`src/rtl/stepper_move_ctrl.sv`:
```
// stepper_move_ctrl: runs buffered move commands on a 4-phase stepper.
// Each command gives a step count, a direction and a step-rate divisor.
// The block produces timed steps, drives the coil phase pattern and keeps
// an absolute position. When a move ends, the coil stays energized for
// OFF_DLY cycles. After that delay the coil is released.
module stepper_move_ctrl #(
  parameter int STEP_W  = 16,
  parameter int DIV_W   = 16,
  parameter int POS_W   = 24,
  parameter int OFF_DLY = 50000
) (
  input  logic              clk,
  input  logic              reset,
  input  logic              cmd_valid,
  output logic              cmd_ready,
  input  logic [STEP_W-1:0] cmd_steps,
  input  logic              cmd_dir,
  input  logic [DIV_W-1:0]  cmd_div,
  input  logic              abort,
  output logic [3:0]        motorpin,
  output logic              step_pulse,
  output logic              busy,
  output logic              done,
  output logic [POS_W-1:0]  position,
  output logic [1:0]        dbg_state
);

  localparam int HOLD_W = $clog2(OFF_DLY + 1);

  typedef enum logic [1:0] {
    S_OFF  = 2'd0,
    S_RUN  = 2'd1,
    S_HOLD = 2'd2
  } state_t;

  state_t            state_q, state_d;
  logic [1:0]        idx_q, idx_d;
  logic [POS_W-1:0]  pos_q, pos_d;
  logic [STEP_W-1:0] rem_q, rem_d;
  logic [DIV_W-1:0]  div_q, div_d;
  logic              dir_q, dir_d;
  logic [DIV_W-1:0]  rate_q, rate_d;
  logic [HOLD_W-1:0] hold_q, hold_d;
  logic [3:0]        motorpin_q, motorpin_d;
  logic              step_q, step_d;
  logic              busy_q, busy_d;
  logic              done_q, done_d;

  logic              accept;
  logic [DIV_W-1:0]  div_eff;

  // Phase index i drives exactly one coil. Index 0 gives 1000 and
  // index 3 gives 0001.
  function automatic logic [3:0] phase_pat(input logic [1:0] i);
    return 4'b1000 >> i;
  endfunction

  // Command handshake: a command transfers on a rising edge when both
  // cmd_valid and cmd_ready are high. All fields are captured at that
  // edge. cmd_ready is high only in OFF or HOLD and only while abort is
  // low. It does not depend on cmd_valid.
  assign cmd_ready = ((state_q == S_OFF) || (state_q == S_HOLD)) && !abort;
  assign accept    = cmd_valid && cmd_ready;
  assign div_eff   = (cmd_div == '0) ? DIV_W'(1) : cmd_div;

  // Next-state logic for the FSM, the counters and the registered outputs.
  always_comb begin
    state_d = state_q;
    idx_d   = idx_q;
    pos_d   = pos_q;
    rem_d   = rem_q;
    div_d   = div_q;
    dir_d   = dir_q;
    rate_d  = rate_q;
    hold_d  = hold_q;
    step_d  = 1'b0;
    done_d  = 1'b0;

    unique case (state_q)
      S_OFF: begin
        if (accept) begin
          if (cmd_steps == '0) begin
            done_d = 1'b1;
          end else begin
            state_d = S_RUN;
            rem_d   = cmd_steps;
            dir_d   = cmd_dir;
            div_d   = div_eff;
            rate_d  = div_eff;
          end
        end
      end
      S_RUN: begin
        if (abort) begin
          // When abort and a due step fall in the same cycle, abort wins.
          state_d = S_HOLD;
          rem_d   = '0;
          done_d  = 1'b1;
          hold_d  = '0;
        end else if (rate_q == DIV_W'(1)) begin
          step_d = 1'b1;
          idx_d  = dir_q ? (idx_q + 2'd1) : (idx_q - 2'd1);
          pos_d  = dir_q ? (pos_q + POS_W'(1)) : (pos_q - POS_W'(1));
          rem_d  = rem_q - STEP_W'(1);
          rate_d = div_q;
          if (rem_q == STEP_W'(1)) begin
            state_d = S_HOLD;
            done_d  = 1'b1;
            hold_d  = '0;
          end
        end else begin
          rate_d = rate_q - DIV_W'(1);
        end
      end
      S_HOLD: begin
        if (accept) begin
          hold_d = '0;
          if (cmd_steps == '0) begin
            done_d = 1'b1;
          end else begin
            state_d = S_RUN;
            rem_d   = cmd_steps;
            dir_d   = cmd_dir;
            div_d   = div_eff;
            rate_d  = div_eff;
          end
        end else if (hold_q == HOLD_W'(OFF_DLY - 1)) begin
          state_d = S_OFF;
        end else begin
          hold_d = hold_q + HOLD_W'(1);
        end
      end
      default: begin
        state_d = S_OFF;
      end
    endcase

    motorpin_d = (state_d == S_OFF) ? 4'b0000 : phase_pat(idx_d);
    busy_d     = (state_d == S_RUN);
  end

  // State and output registers, with synchronous reset.
  always_ff @(posedge clk) begin
    if (reset) begin
      state_q    <= S_OFF;
      idx_q      <= 2'd0;
      pos_q      <= '0;
      rem_q      <= '0;
      div_q      <= DIV_W'(1);
      dir_q      <= 1'b0;
      rate_q     <= DIV_W'(1);
      hold_q     <= '0;
      motorpin_q <= 4'b0000;
      step_q     <= 1'b0;
      busy_q     <= 1'b0;
      done_q     <= 1'b0;
    end else begin
      state_q    <= state_d;
      idx_q      <= idx_d;
      pos_q      <= pos_d;
      rem_q      <= rem_d;
      div_q      <= div_d;
      dir_q      <= dir_d;
      rate_q     <= rate_d;
      hold_q     <= hold_d;
      motorpin_q <= motorpin_d;
      step_q     <= step_d;
      busy_q     <= busy_d;
      done_q     <= done_d;
    end
  end

  assign motorpin   = motorpin_q;
  assign step_pulse = step_q;
  assign busy       = busy_q;
  assign done       = done_q;
  assign position   = pos_q;
  assign dbg_state  = state_q;

endmodule

```
`config.mk`:
```
export PLATFORM = sky130hd
export DESIGN_NAME = stepper_move_ctrl
export DESIGN_NICKNAME = d
export VERILOG_FILES = /design/src/rtl/stepper_move_ctrl.sv
export SDC_FILE = /design/constraint.sdc
export NUM_CORES = 1
export LEC_CHECK = 0
export CAP_MARGIN = 40
export CORE_UTILIZATION = 55
export DETAILED_ROUTE_END_ITERATION = 10
export PLACE_DENSITY = 0.86
export RECOVER_POWER = 50
export SLEW_MARGIN = 10
export SYNTH_ARGS = -nofsm -noshare
export SYNTH_HDL_FRONTEND = slang
export SYNTH_SLANG_ARGS = --single-unit
```
`constraint.sdc`:
```
create_clock -name clk -period 4.3 [get_ports clk]
set_input_delay 0.43 -clock clk [delete_from_list [all_inputs] [get_ports clk]]
set_output_delay 0.43 -clock clk [all_outputs]
set_load 0.05 [all_outputs]
```
==> impl_metrics.py, run 1 <==
metrics = {
    "outcome": {
        "outcome": "finished, final reports clean",
    },
    "floorplan": {
        "die_h_um": 108,
        "die_w_um": 108,
        "fp-row-count": 38,
        "start_util": 0.568,
        "core_area_mm2": 0.0109,
        "die_area_mm2": 0.0117,
        "io_pins": 71,
    },
    "synthesis": {
        "ys_seq_area_frac": 0.324,
        "async_flop_share": 0,
        "synth_edf_count": 0,
        "synth_area_leaders": "dfxtp_1, nand2_1, ha_1",
        "synth_largest_area_cell": "dfxtp_1",
        "synth_flop_cell": "dfxtp_1",
        "syn_nets": 865,
        "yosysMostFrequentCell": "nand2_1",
        "syn_area_per_cell_um2": 7.77,
        "synth-seq-cells": 100,
        "synth_common_cells": "nand2_1, dfxtp_1, nor2_1",
        "yosys.cell_types.count": 65,
        "netlist_instances": 796,
        "yosysWarnings": 0,
        "synth_top_area_frac": 0.324,
        "syn_area_mm2": 0.00618,
    },
    "cells_and_area": {
        "layoutNonFillerInstCount": 987,
        "antennaDiodeCount": 0,
        "drive_above_1_share": 0.0390,
        "fin_nets": 911,
        "area_delta_synth_final_pct": 14.9,
    },
    "power_and_ir_drop": {
        "peakVddDrop_uv": 261,
        "p_leak_nw": 2.80,
        "powerDensity_mw_per_mm2": 340,
        "p_seq_frac": 0.431,
        "swShare": 0.348,
        "netSwitchingPower_w": 0.000841,
        "power.clock.fraction": 0.283,
        "internal_power_w": 0.00157,
        "combinationalPowerShare": 0.286,
    },
    "worst_setup_path": {
        "end_kind": "flop",
        "crit_fanout": 13,
        "critPathLaunchType": "flop",
        "crit_arrival_ns": 3.89,
        "cp.required_ns": 4.59,
        "path_class": "reg2reg",
    },
    "timing": {
        "maxSlewHeadroom": 0.395,
        "rsz0062_at_grt": "no",
        "finalHoldViolations": 0,
        "setup_viol": 0,
        "fin_crit_sh": 0.837,
        "tightestPinTransition_ns": 0.908,
        "fin_crit_ns": 3.60,
        "tns_ns": 0,
        "finalMaxSlewViolations": 0,
        "worst_hold_slack_ns": 0.461,
        "worst_clock_skew_ns": 0.0111,
        "max_freq_mhz": 278,
    },
    "route": {
        "drc": 0,
        "wl_per_cell_um": 16.8,
        "routed_wl_um": 16600,
        "drt_iter0_drc": 416,
        "via_per_inst": 6.38,
        "ant_nets": 0,
        "num_vias": 6295,
        "dr.pass1.iters": 5,
    },
    "clock_tree": {
        "insertion_delay_ns": 0.39,
        "cts_buffer_depth": 2,
        "cts_buffers": 9,
        "cts_tree": "yes",
        "cts.repair.resized": 0,
        "htree_levels": 3,
        "cts_sinks": 100,
        "hold_buffers": 0,
        "cts.reportedPaths.clkPinSlew_ns": 0.10,
        "cts_setup_buffers": 0,
        "root_buffer": "clkbuf_8",
    },
    "global_routing": {
        "grt_pass1_vias": 5909,
        "antenna_found_initial": 0,
        "track_usage": 0.293,
        "overflow": 0,
        "grt_max_degree": 49,
        "grt_pass1_wl_um": 27300,
    },
    "placement": {
        "hpwl_um": 11700,
        "dpl.cell_count": 971,
        "io_buffers": 70,
        "gp_congestion": 0.934,
    },
    "min_path": {
        "hold_class": "reg2reg",
    },
    "run": {
        "cap_viol_max_count": 0,
    },
}
[layout by cell type, fill, tap and decap left out, types with 5 or more instances in the layout]
cell / Yosys / layout
nand2_1: 105 / 105
clkbuf_8: 0 / 9
o211ai_1: 11 / 11
and3_1: 10 / 10
dfxtp_1: 100 / 100
nand3_1: 23 / 23
or3_1: 8 / 8
nand4_1: 9 / 9
nor4_1: 19 / 20
or4_1: 5 / 5
a21o_1: 11 / 11
xor2_1: 28 / 28
ha_1: 31 / 31
inv_1: 13 / 13
nor2_1: 84 / 84
a21oi_1: 67 / 67
o21ai_0: 37 / 37
a31oi_1: 6 / 6
and2_1: 8 / 5
nor3_1: 34 / 34
xnor2_1: 18 / 18
nand2b_1: 7 / 7
a22oi_1: 8 / 8
clkdlybuf4s50_1: 0 / 36
dlygate4sd3_1: 0 / 33
a211oi_1: 27 / 27
[power by group through the flow]
stage / sequential, W / combinational [W] / clock (W)
2_1_floorplan: 0.00107 / 0.000504 / 0
4_1_cts: 0.00104 / 0.000692 / 0.000697
3_3_place_gp: 0.00106 / 0.000665 / 0
3_5_place_dp: 0.00106 / 0.000688 / 0
5_1_grt: 0.00105 / 0.000760 / 0.000738
6_report: 0.00104 / 0.000691 / 0.000683
[layout make-up]
| class | instances | area [um^2] |
|---|---|---|
| Clock inverter | 7 | 98.8 |
| Inverter | 14 | 52.6 |
| Tap cell | 140 | 175 |
| Sequential cell | 100 | 2000 |
| Clock buffer | 9 | 124 |
| Timing Repair Buffer | 78 | 741 |
| Fill cell | 949 | 3780 |
| Multi-Input combinational cell | 639 | 3910 |
[kinds of logic after synthesis]
logic type                 Yosys count  synth area share
buffers and inverters               57            0.0415
AOI/OAI and AO/OA                  215             0.226
DFF                                100             0.324
muxes                                5           0.00850
xor gates and xnor gates            46            0.0652
and+or+nand+nor                    341             0.269
adders and majority gates           32            0.0660
[per-stage QoR]
step / utilization / total power, W / instance area [um^2] / setup slack (ns)
after CTS: 0.655 / 0.00243 / 7130 / 0.986
final: 0.652 / 0.00241 / 7100 / 0.701
after detailed placement: 0.635 / 0.00175 / 6910 / 1.01
after global placement: 0.634 / 0.00172 / 6900 / 1.15
after global routing: 0.652 / 0.00255 / 7100 / 0.520
after floorplan: - / 0.00157 / 6180 / 1.20
[final timing paths]
kind,end,cells after the start,startpoint,slack [ns]
max,position[23]$_SDFFE_PP0P_,9,dir_q$_SDFFE_PP0P_,0.70
max reg2reg,position[23]$_SDFFE_PP0P_,9,dir_q$_SDFFE_PP0P_,0.70
min,div_q[2]$_SDFFE_PP0P_,2,div_q[2]$_SDFFE_PP0P_,0.46
min reg2reg,div_q[2]$_SDFFE_PP0P_,2,div_q[2]$_SDFFE_PP0P_,0.46
[layer usage]
layer  vias up  wire length [um]  track usage
li1       3004                 -            -
met1      2973              6940        0.356
met2       276              8060        0.497
met3        42              1110       0.0609
met4         0               476        0.130
met5         -                 0            0
[worst max-delay path, cell delays in order (launching register included)]
cell	delay, ns
dfxtp_1	0.41
inv_1	0.40
clkbuf_1	0.51
ha_1	0.40
and2_0	0.18
o41ai_1	0.56
nand3_1	0.22
nor4bb_1	0.18
nor4_1	0.27
mux2_2	0.37
[registers in the layout, indices dropped and copies added (netlist names)]
register and flops:
step_pulse 1, div_q 16, motorpin 4, busy 1
position 24, idx_q 2, rate_q 16, dbg_state 2
rem_q 16, hold_q 16, done 1, dir_q 1
Note: power is estimated with default switching activity, not from simulation.
==> run 2: changes to the inputs <==
--- a/config.mk
+++ b/config.mk
@@ -6,9 +6,9 @@
 export NUM_CORES = 1
 export LEC_CHECK = 0
 export CAP_MARGIN = 40
-export CORE_UTILIZATION = 55
+export CORE_UTILIZATION = 51
 export DETAILED_ROUTE_END_ITERATION = 10
-export PLACE_DENSITY = 0.86
+export PLACE_DENSITY = 0.84
 export RECOVER_POWER = 50
 export SLEW_MARGIN = 10
 export SYNTH_ARGS = -nofsm -noshare
==> constraint.sdc (replaced) <==
create_clock -name clk -period 3.3 [get_ports clk]
set_input_delay 0.33 -clock clk [delete_from_list [all_inputs] [get_ports clk]]
set_output_delay 0.33 -clock clk [all_outputs]
set_load 0.05 [all_outputs]
==> run 2 against run 1 <==
Compared with the run above:
- the flow now finishes with violations (design-rule violations)
- cell count is 1.4% higher
- clock skew is 0.0058 ns lower
- non-clock buffer count is 11 higher
- via count is 2.9% lower
- core utilization is 2.7 points lower
- sequential share of layout area is 0.62 points lower
- combinational power is 31% higher
- routed wire length is 4.7% lower
- flip-flop and latch count stayed put
- power is 38% higher
==> impl_metrics.py, run 2 (synthesized netlist as in run 1, its figures left out) <==
metrics = {
    "outcome": {
        "outcome": "finished, violations left",
        "violations": "design-rule violations",
    },
    "clock_tree": {
        "cts_buffers": 9,
        "cts_buffer_depth": 2,
        "cts_sinks": 100,
        "htree_levels": 3,
        "cts_tree": "yes",
        "cts.repair.resized": 0,
        "cts_setup_buffers": 0,
        "hold_buffers": 0,
        "insertion_delay_ns": 0.35,
        "root_buffer": "clkbuf_16",
        "cts.reportedPaths.clkPinSlew_ns": 0.07,
    },
    "floorplan": {
        "io_pins": 71,
        "die_area_mm2": 0.0126,
        "core_area_mm2": 0.0116,
        "fp-row-count": 39,
        "die_h_um": 112,
        "start_util": 0.532,
        "die_w_um": 112,
    },
    "cells_and_area": {
        "postLayoutCoreUtil": 0.625,
        "area_delta_synth_final_pct": 17.4,
        "final_cell_mix": "nand2_1, dfxtp_1, nor2_1",
        "final_common_cell": "nand2_1",
        "fin_nets": 922,
        "layoutNonFillerInstCount": 1001,
        "largest_reg_flops": 24,
        "antennaDiodeCount": 0,
        "drive_above_1_share": 0.0478,
    },
    "worst_setup_path": {
        "critPathSlowestCell": "clkbuf_1",
        "r2r_cells": 7,
        "path_class": "reg2reg",
        "critPathLaunchType": "flop",
        "crit_chain": "or4_1, nor4_1, nand2_1, nor2_1, clkbuf_1, a31oi_1, nor4_1",
        "cp.required_ns": 3.52,
        "crit_fanout": 20,
        "end_kind": "flop",
        "rr_endpoint": "motorpin[3]$_SDFF_PP0_",
        "reg2reg_from": "rate_q[6]$_SDFFE_PP0P_",
        "ff2ff_setup_slack_ns": 0.23,
        "crit_arrival_ns": 3.29,
        "max_stage_delay_ns": 0.74,
        "crit_top_cell": "nor4_1",
    },
    "route": {
        "routed_wl_um": 15800,
        "via_per_inst": 6.11,
        "drc": 6,
        "drt_iter0_drc": 647,
        "wl_per_cell_um": 15.8,
        "dr.pass1.iters": 8,
        "ant_nets": 0,
        "num_vias": 6115,
    },
    "timing": {
        "rsz0062_at_grt": "no",
        "fin_crit_sh": 0.931,
        "fin_crit_ns": 3.07,
        "finalMaxSlewViolations": 0,
        "max_freq_mhz": 326,
        "tns_ns": 0,
        "tightestPinTransition_ns": 0.973,
        "maxSlewHeadroom": 0.351,
        "worst_hold_slack_ns": 0.370,
        "worst_clock_skew_ns": 0.00531,
        "setup_viol": 0,
        "finalHoldViolations": 0,
    },
    "global_routing": {
        "grt_pass1_wl_um": 26600,
        "antenna_found_initial": 0,
        "grt_max_degree": 39,
        "track_usage": 0.257,
        "grt_pass1_vias": 5581,
        "overflow": 0,
    },
    "power_and_ir_drop": {
        "peakVddDrop_uv": 278,
        "powerDensity_mw_per_mm2": 460,
        "p_leak_nw": 2.90,
    },
    "placement": {
        "io_buffers": 70,
        "dpl.cell_count": 985,
        "hpwl_um": 11100,
        "gp_congestion": 0.922,
    },
    "min_path": {
        "hp-start": "reset",
        "hold_depth": 2,
        "timing.hold.worst_endpoint": "position[4]$_SDFFE_PP0P_",
        "hold_class": "in2reg",
    },
    "run": {
        "cap_viol_max_count": 0,
    },
}
## run 2: stage by stage
stage                     cell area [um^2]  worst slack [ns]  power, W
after CTS                             7300             0.440   0.00336
after floorplan                       6180             0.203   0.00205
after detailed placement              7000             0.474   0.00228
after global routing                  7260            0.0543   0.00352
after global placement                6990             0.510   0.00227
final                                 7260             0.229   0.00334
## run 2: routing by layer
layer,part of all wire,GRT usage,wire (um),vias to the layer above
li1,-,-,-,3023
met1,0.45,0.329,7040,2886
met2,0.48,0.430,7580,174
met3,0.052,0.0491,818,32
met4,0.023,0.0978,366,0
met5,0,0,0,-
## run 2: worst max-delay path by stage
stage                           startpoint                        end  slack [ns]  cells past startpoint
floorplan               dir_q$_SDFFE_PP0P_  position[23]$_SDFFE_PP0P_        0.20                     10
detailed placement      dir_q$_SDFFE_PP0P_  position[23]$_SDFFE_PP0P_        0.47                      9
global placement        dir_q$_SDFFE_PP0P_  position[23]$_SDFFE_PP0P_        0.51                      9
CTS                     dir_q$_SDFFE_PP0P_  position[23]$_SDFFE_PP0P_        0.44                      9
global route        rate_q[6]$_SDFFE_PP0P_     motorpin[3]$_SDFF_PP0_        0.05                      7
finish              rate_q[6]$_SDFFE_PP0P_     motorpin[3]$_SDFF_PP0_        0.23                      7
## run 2: area by class of cell
| type | instances | area (um^2) |
|---|---|---|
| repair buffers | 89 | 816 |
| inverters | 14 | 52.6 |
| multi-input cells | 639 | 3910 |
| clock buffers | 11 | 243 |
| flip-flops and latches | 100 | 2000 |
| well taps | 143 | 179 |
| fillers | 1020 | 4350 |
| clock inverters | 5 | 60.1 |
## run 2: critical path, delay by kind of cell (launching register included)
| family | cells | cell delay, ns |
|---|---|---|
| and+or+nand+nor | 5 | 1.61 |
| buffers and inverters | 1 | 0.74 |
| DFF | 1 | 0.37 |
| AOI/OAI and AO/OA | 1 | 0.23 |
## run 2: power breakdown
part           total, W  internal [W]  switching (W)
Combinational  0.000906      0.000353       0.000553
Clock           0.00108      0.000612       0.000472
Sequential      0.00135       0.00128      0.0000737
==> run 3: changes to the inputs <==
--- a/config.mk
+++ b/config.mk
@@ -8,7 +8,7 @@
 export CAP_MARGIN = 40
 export CORE_UTILIZATION = 51
 export DETAILED_ROUTE_END_ITERATION = 10
-export PLACE_DENSITY = 0.84
+export PLACE_DENSITY = 0.87
 export RECOVER_POWER = 50
 export SLEW_MARGIN = 10
 export SYNTH_ARGS = -nofsm -noshare
==> run 3 against run 2 <==
Compared with the run above:
- the run still ends with design-rule violations left
- register-to-register slack improved by 0.11 ns
- clock power about the same
- via count decreased by 0.38%
- cell count decreased by 0.30%
- core utilization increased by 0.054 points
- critical endpoint is now position[23]$_SDFFE_PP0P_
==> impl_metrics.py, run 3 (synthesized netlist as in run 1, its figures left out) <==
metrics = {
    "worst_setup_path": {
        "max_stage_delay_ns": 0.60,
        "end_kind": "flop",
        "cp.required_ns": 3.56,
        "crit_fanout": 14,
        "worstSetupStartpoint": "dir_q$_SDFFE_PP0P_",
        "critPathSlowestCell": "a2111oi_0",
        "critPathLaunchType": "flop",
        "crit_arrival_ns": 3.22,
        "reg2reg_from": "dir_q$_SDFFE_PP0P_",
        "path_class": "reg2reg",
        "crit_chain": "inv_1, ha_1, o211ai_1, a2111oi_0, o41ai_2, nand3_1, o21ai_0, nor4_1, mux2_2",
    },
    "route": {
        "num_vias": 6092,
        "via_per_inst": 6.10,
        "ant_nets": 0,
        "routed_wl_um": 16000,
        "drc": 5,
        "wl_per_cell_um": 16.0,
        "drt_iter0_drc": 640,
        "dr.pass1.iters": 8,
    },
    "cells_and_area": {
        "largest_reg_flops": 24,
        "fin_nets": 919,
        "final_cell_mix": "nand2_1, dfxtp_1, nor2_1",
        "drive_above_1_share": 0.0491,
        "final_common_cell": "nand2_1",
        "antennaDiodeCount": 0,
        "postLayoutCoreUtil": 0.626,
        "fin_area_mm2": 0.00727,
        "n_fill_cell": 1013,
        "area_delta_synth_final_pct": 17.5,
    },
    "timing": {
        "tightestPinTransition_ns": 0.948,
        "finalMaxSlewViolations": 0,
        "worst_clock_skew_ns": 0.00721,
        "setup_viol": 0,
        "maxSlewHeadroom": 0.368,
        "finalHoldViolations": 0,
        "fin_crit_sh": 0.898,
        "tns_ns": 0,
        "fin_crit_ns": 2.96,
        "worst_hold_slack_ns": 0.377,
        "rsz0062_at_grt": "no",
        "layout_setup_ws_ns": 0.336,
        "max_freq_mhz": 337,
    },
    "floorplan": {
        "core_area_mm2": 0.0116,
        "start_util": 0.532,
        "die_area_mm2": 0.0126,
        "die_w_um": 112,
        "fp-row-count": 39,
        "io_pins": 71,
        "die_h_um": 112,
    },
    "global_routing": {
        "grt_pass1_wl_um": 26600,
        "overflow": 0,
        "grt_pass1_vias": 5600,
        "grt_max_degree": 45,
        "antenna_found_initial": 0,
        "track_usage": 0.259,
    },
    "clock_tree": {
        "cts_sinks": 100,
        "cts_tree": "yes",
        "cts_setup_buffers": 0,
        "cts_buffer_depth": 2,
        "insertion_delay_ns": 0.36,
        "cts.reportedPaths.clkPinSlew_ns": 0.07,
        "htree_levels": 3,
        "cts_buffers": 9,
        "root_buffer": "clkbuf_16",
    },
    "placement": {
        "hpwl_um": 11200,
        "io_buffers": 70,
        "post-place-ws_ns": 0.220,
        "gp_congestion": 0.887,
        "place_area_mm2": 0.00697,
    },
    "outcome": {
        "outcome": "finished, violations left",
        "violations": "design-rule violations",
    },
    "min_path": {
        "hp-start": "reset",
        "hold_class": "in2reg",
    },
    "power_and_ir_drop": {
        "p_leak_nw": 2.90,
        "peakVddDrop_uv": 242,
        "powerDensity_mw_per_mm2": 461,
    },
    "run": {
        "cap_viol_max_count": 0,
    },
}
-- run 3: cell count changes in the layout (fill, tap and decap cells not counted), moves of 2 or more --
cell      previous run  this run
and2_0               1         3
clkbuf_1             7         5
buf_4               13        11
and2_1               7         5
-- run 3: stage by stage --
step	total power (W)	std cells
floorplan	0.00205	796
global placement	0.00226	981
detailed placement	0.00228	982
CTS	0.00336	998
global route	0.00352	998
finish	0.00335	998
-- run 3: worst max-delay path: cells and delay by family (launching register included) --
kind / cells / cell delay [ns]
AOI/OAI and AO/OA: 4 / 1.05
adders and majority gates: 1 / 0.39
DFF: 1 / 0.31
muxes: 1 / 0.37
and+or+nand+nor: 2 / 0.38
buffers and inverters: 1 / 0.36
-- run 3: power by group --
part	internal, W	total [W]	switching (W)
clock	0.000627	0.00109	0.000467
combinational	0.000350	0.000906	0.000556
sequential	0.00128	0.00135	0.0000727
total	0.00226	0.00335	0.00110
-- run 3: cell type report --
class | instances | area (um^2) | share of cell area
timing repair buffer | 86 | 798 | 0.110
inverter | 14 | 52.6 | 0.00723
clock buffer | 12 | 256 | 0.0353
multi-input combinational | 639 | 3930 | 0.541
sequential | 100 | 2000 | 0.275
tap | 143 | 179 | 0.0246
clock inverter | 4 | 47.5 | 0.00654
-- run 3: final timing paths --
check | to | slack (ns) | cells after the start
min reg2reg | div_q[3]$_SDFFE_PP0P_ | 0.46 | 2
max | position[23]$_SDFFE_PP0P_ | 0.34 | 9
min | hold_q[0]$_SDFFE_PP0P_ | 0.38 | 2
max reg2reg | position[23]$_SDFFE_PP0P_ | 0.34 | 9
-- run 3: repair_timing --
action | 4_1_cts | 5_1_grt
endpoints found under the setup margin | 0 | 1
gates resized for setup | 0 | 1
hold buffers | 0 | 0
-- run 3: layer usage --
metal | wire (um) | GRT usage | vias to the layer above
met5 | 0 | 0 | -
met3 | 997 | 0.0540 | 42
li1 | - | - | 3014
met2 | 7490 | 0.429 | 209
met1 | 6990 | 0.325 | 2827
met4 | 480 | 0.116 | 0
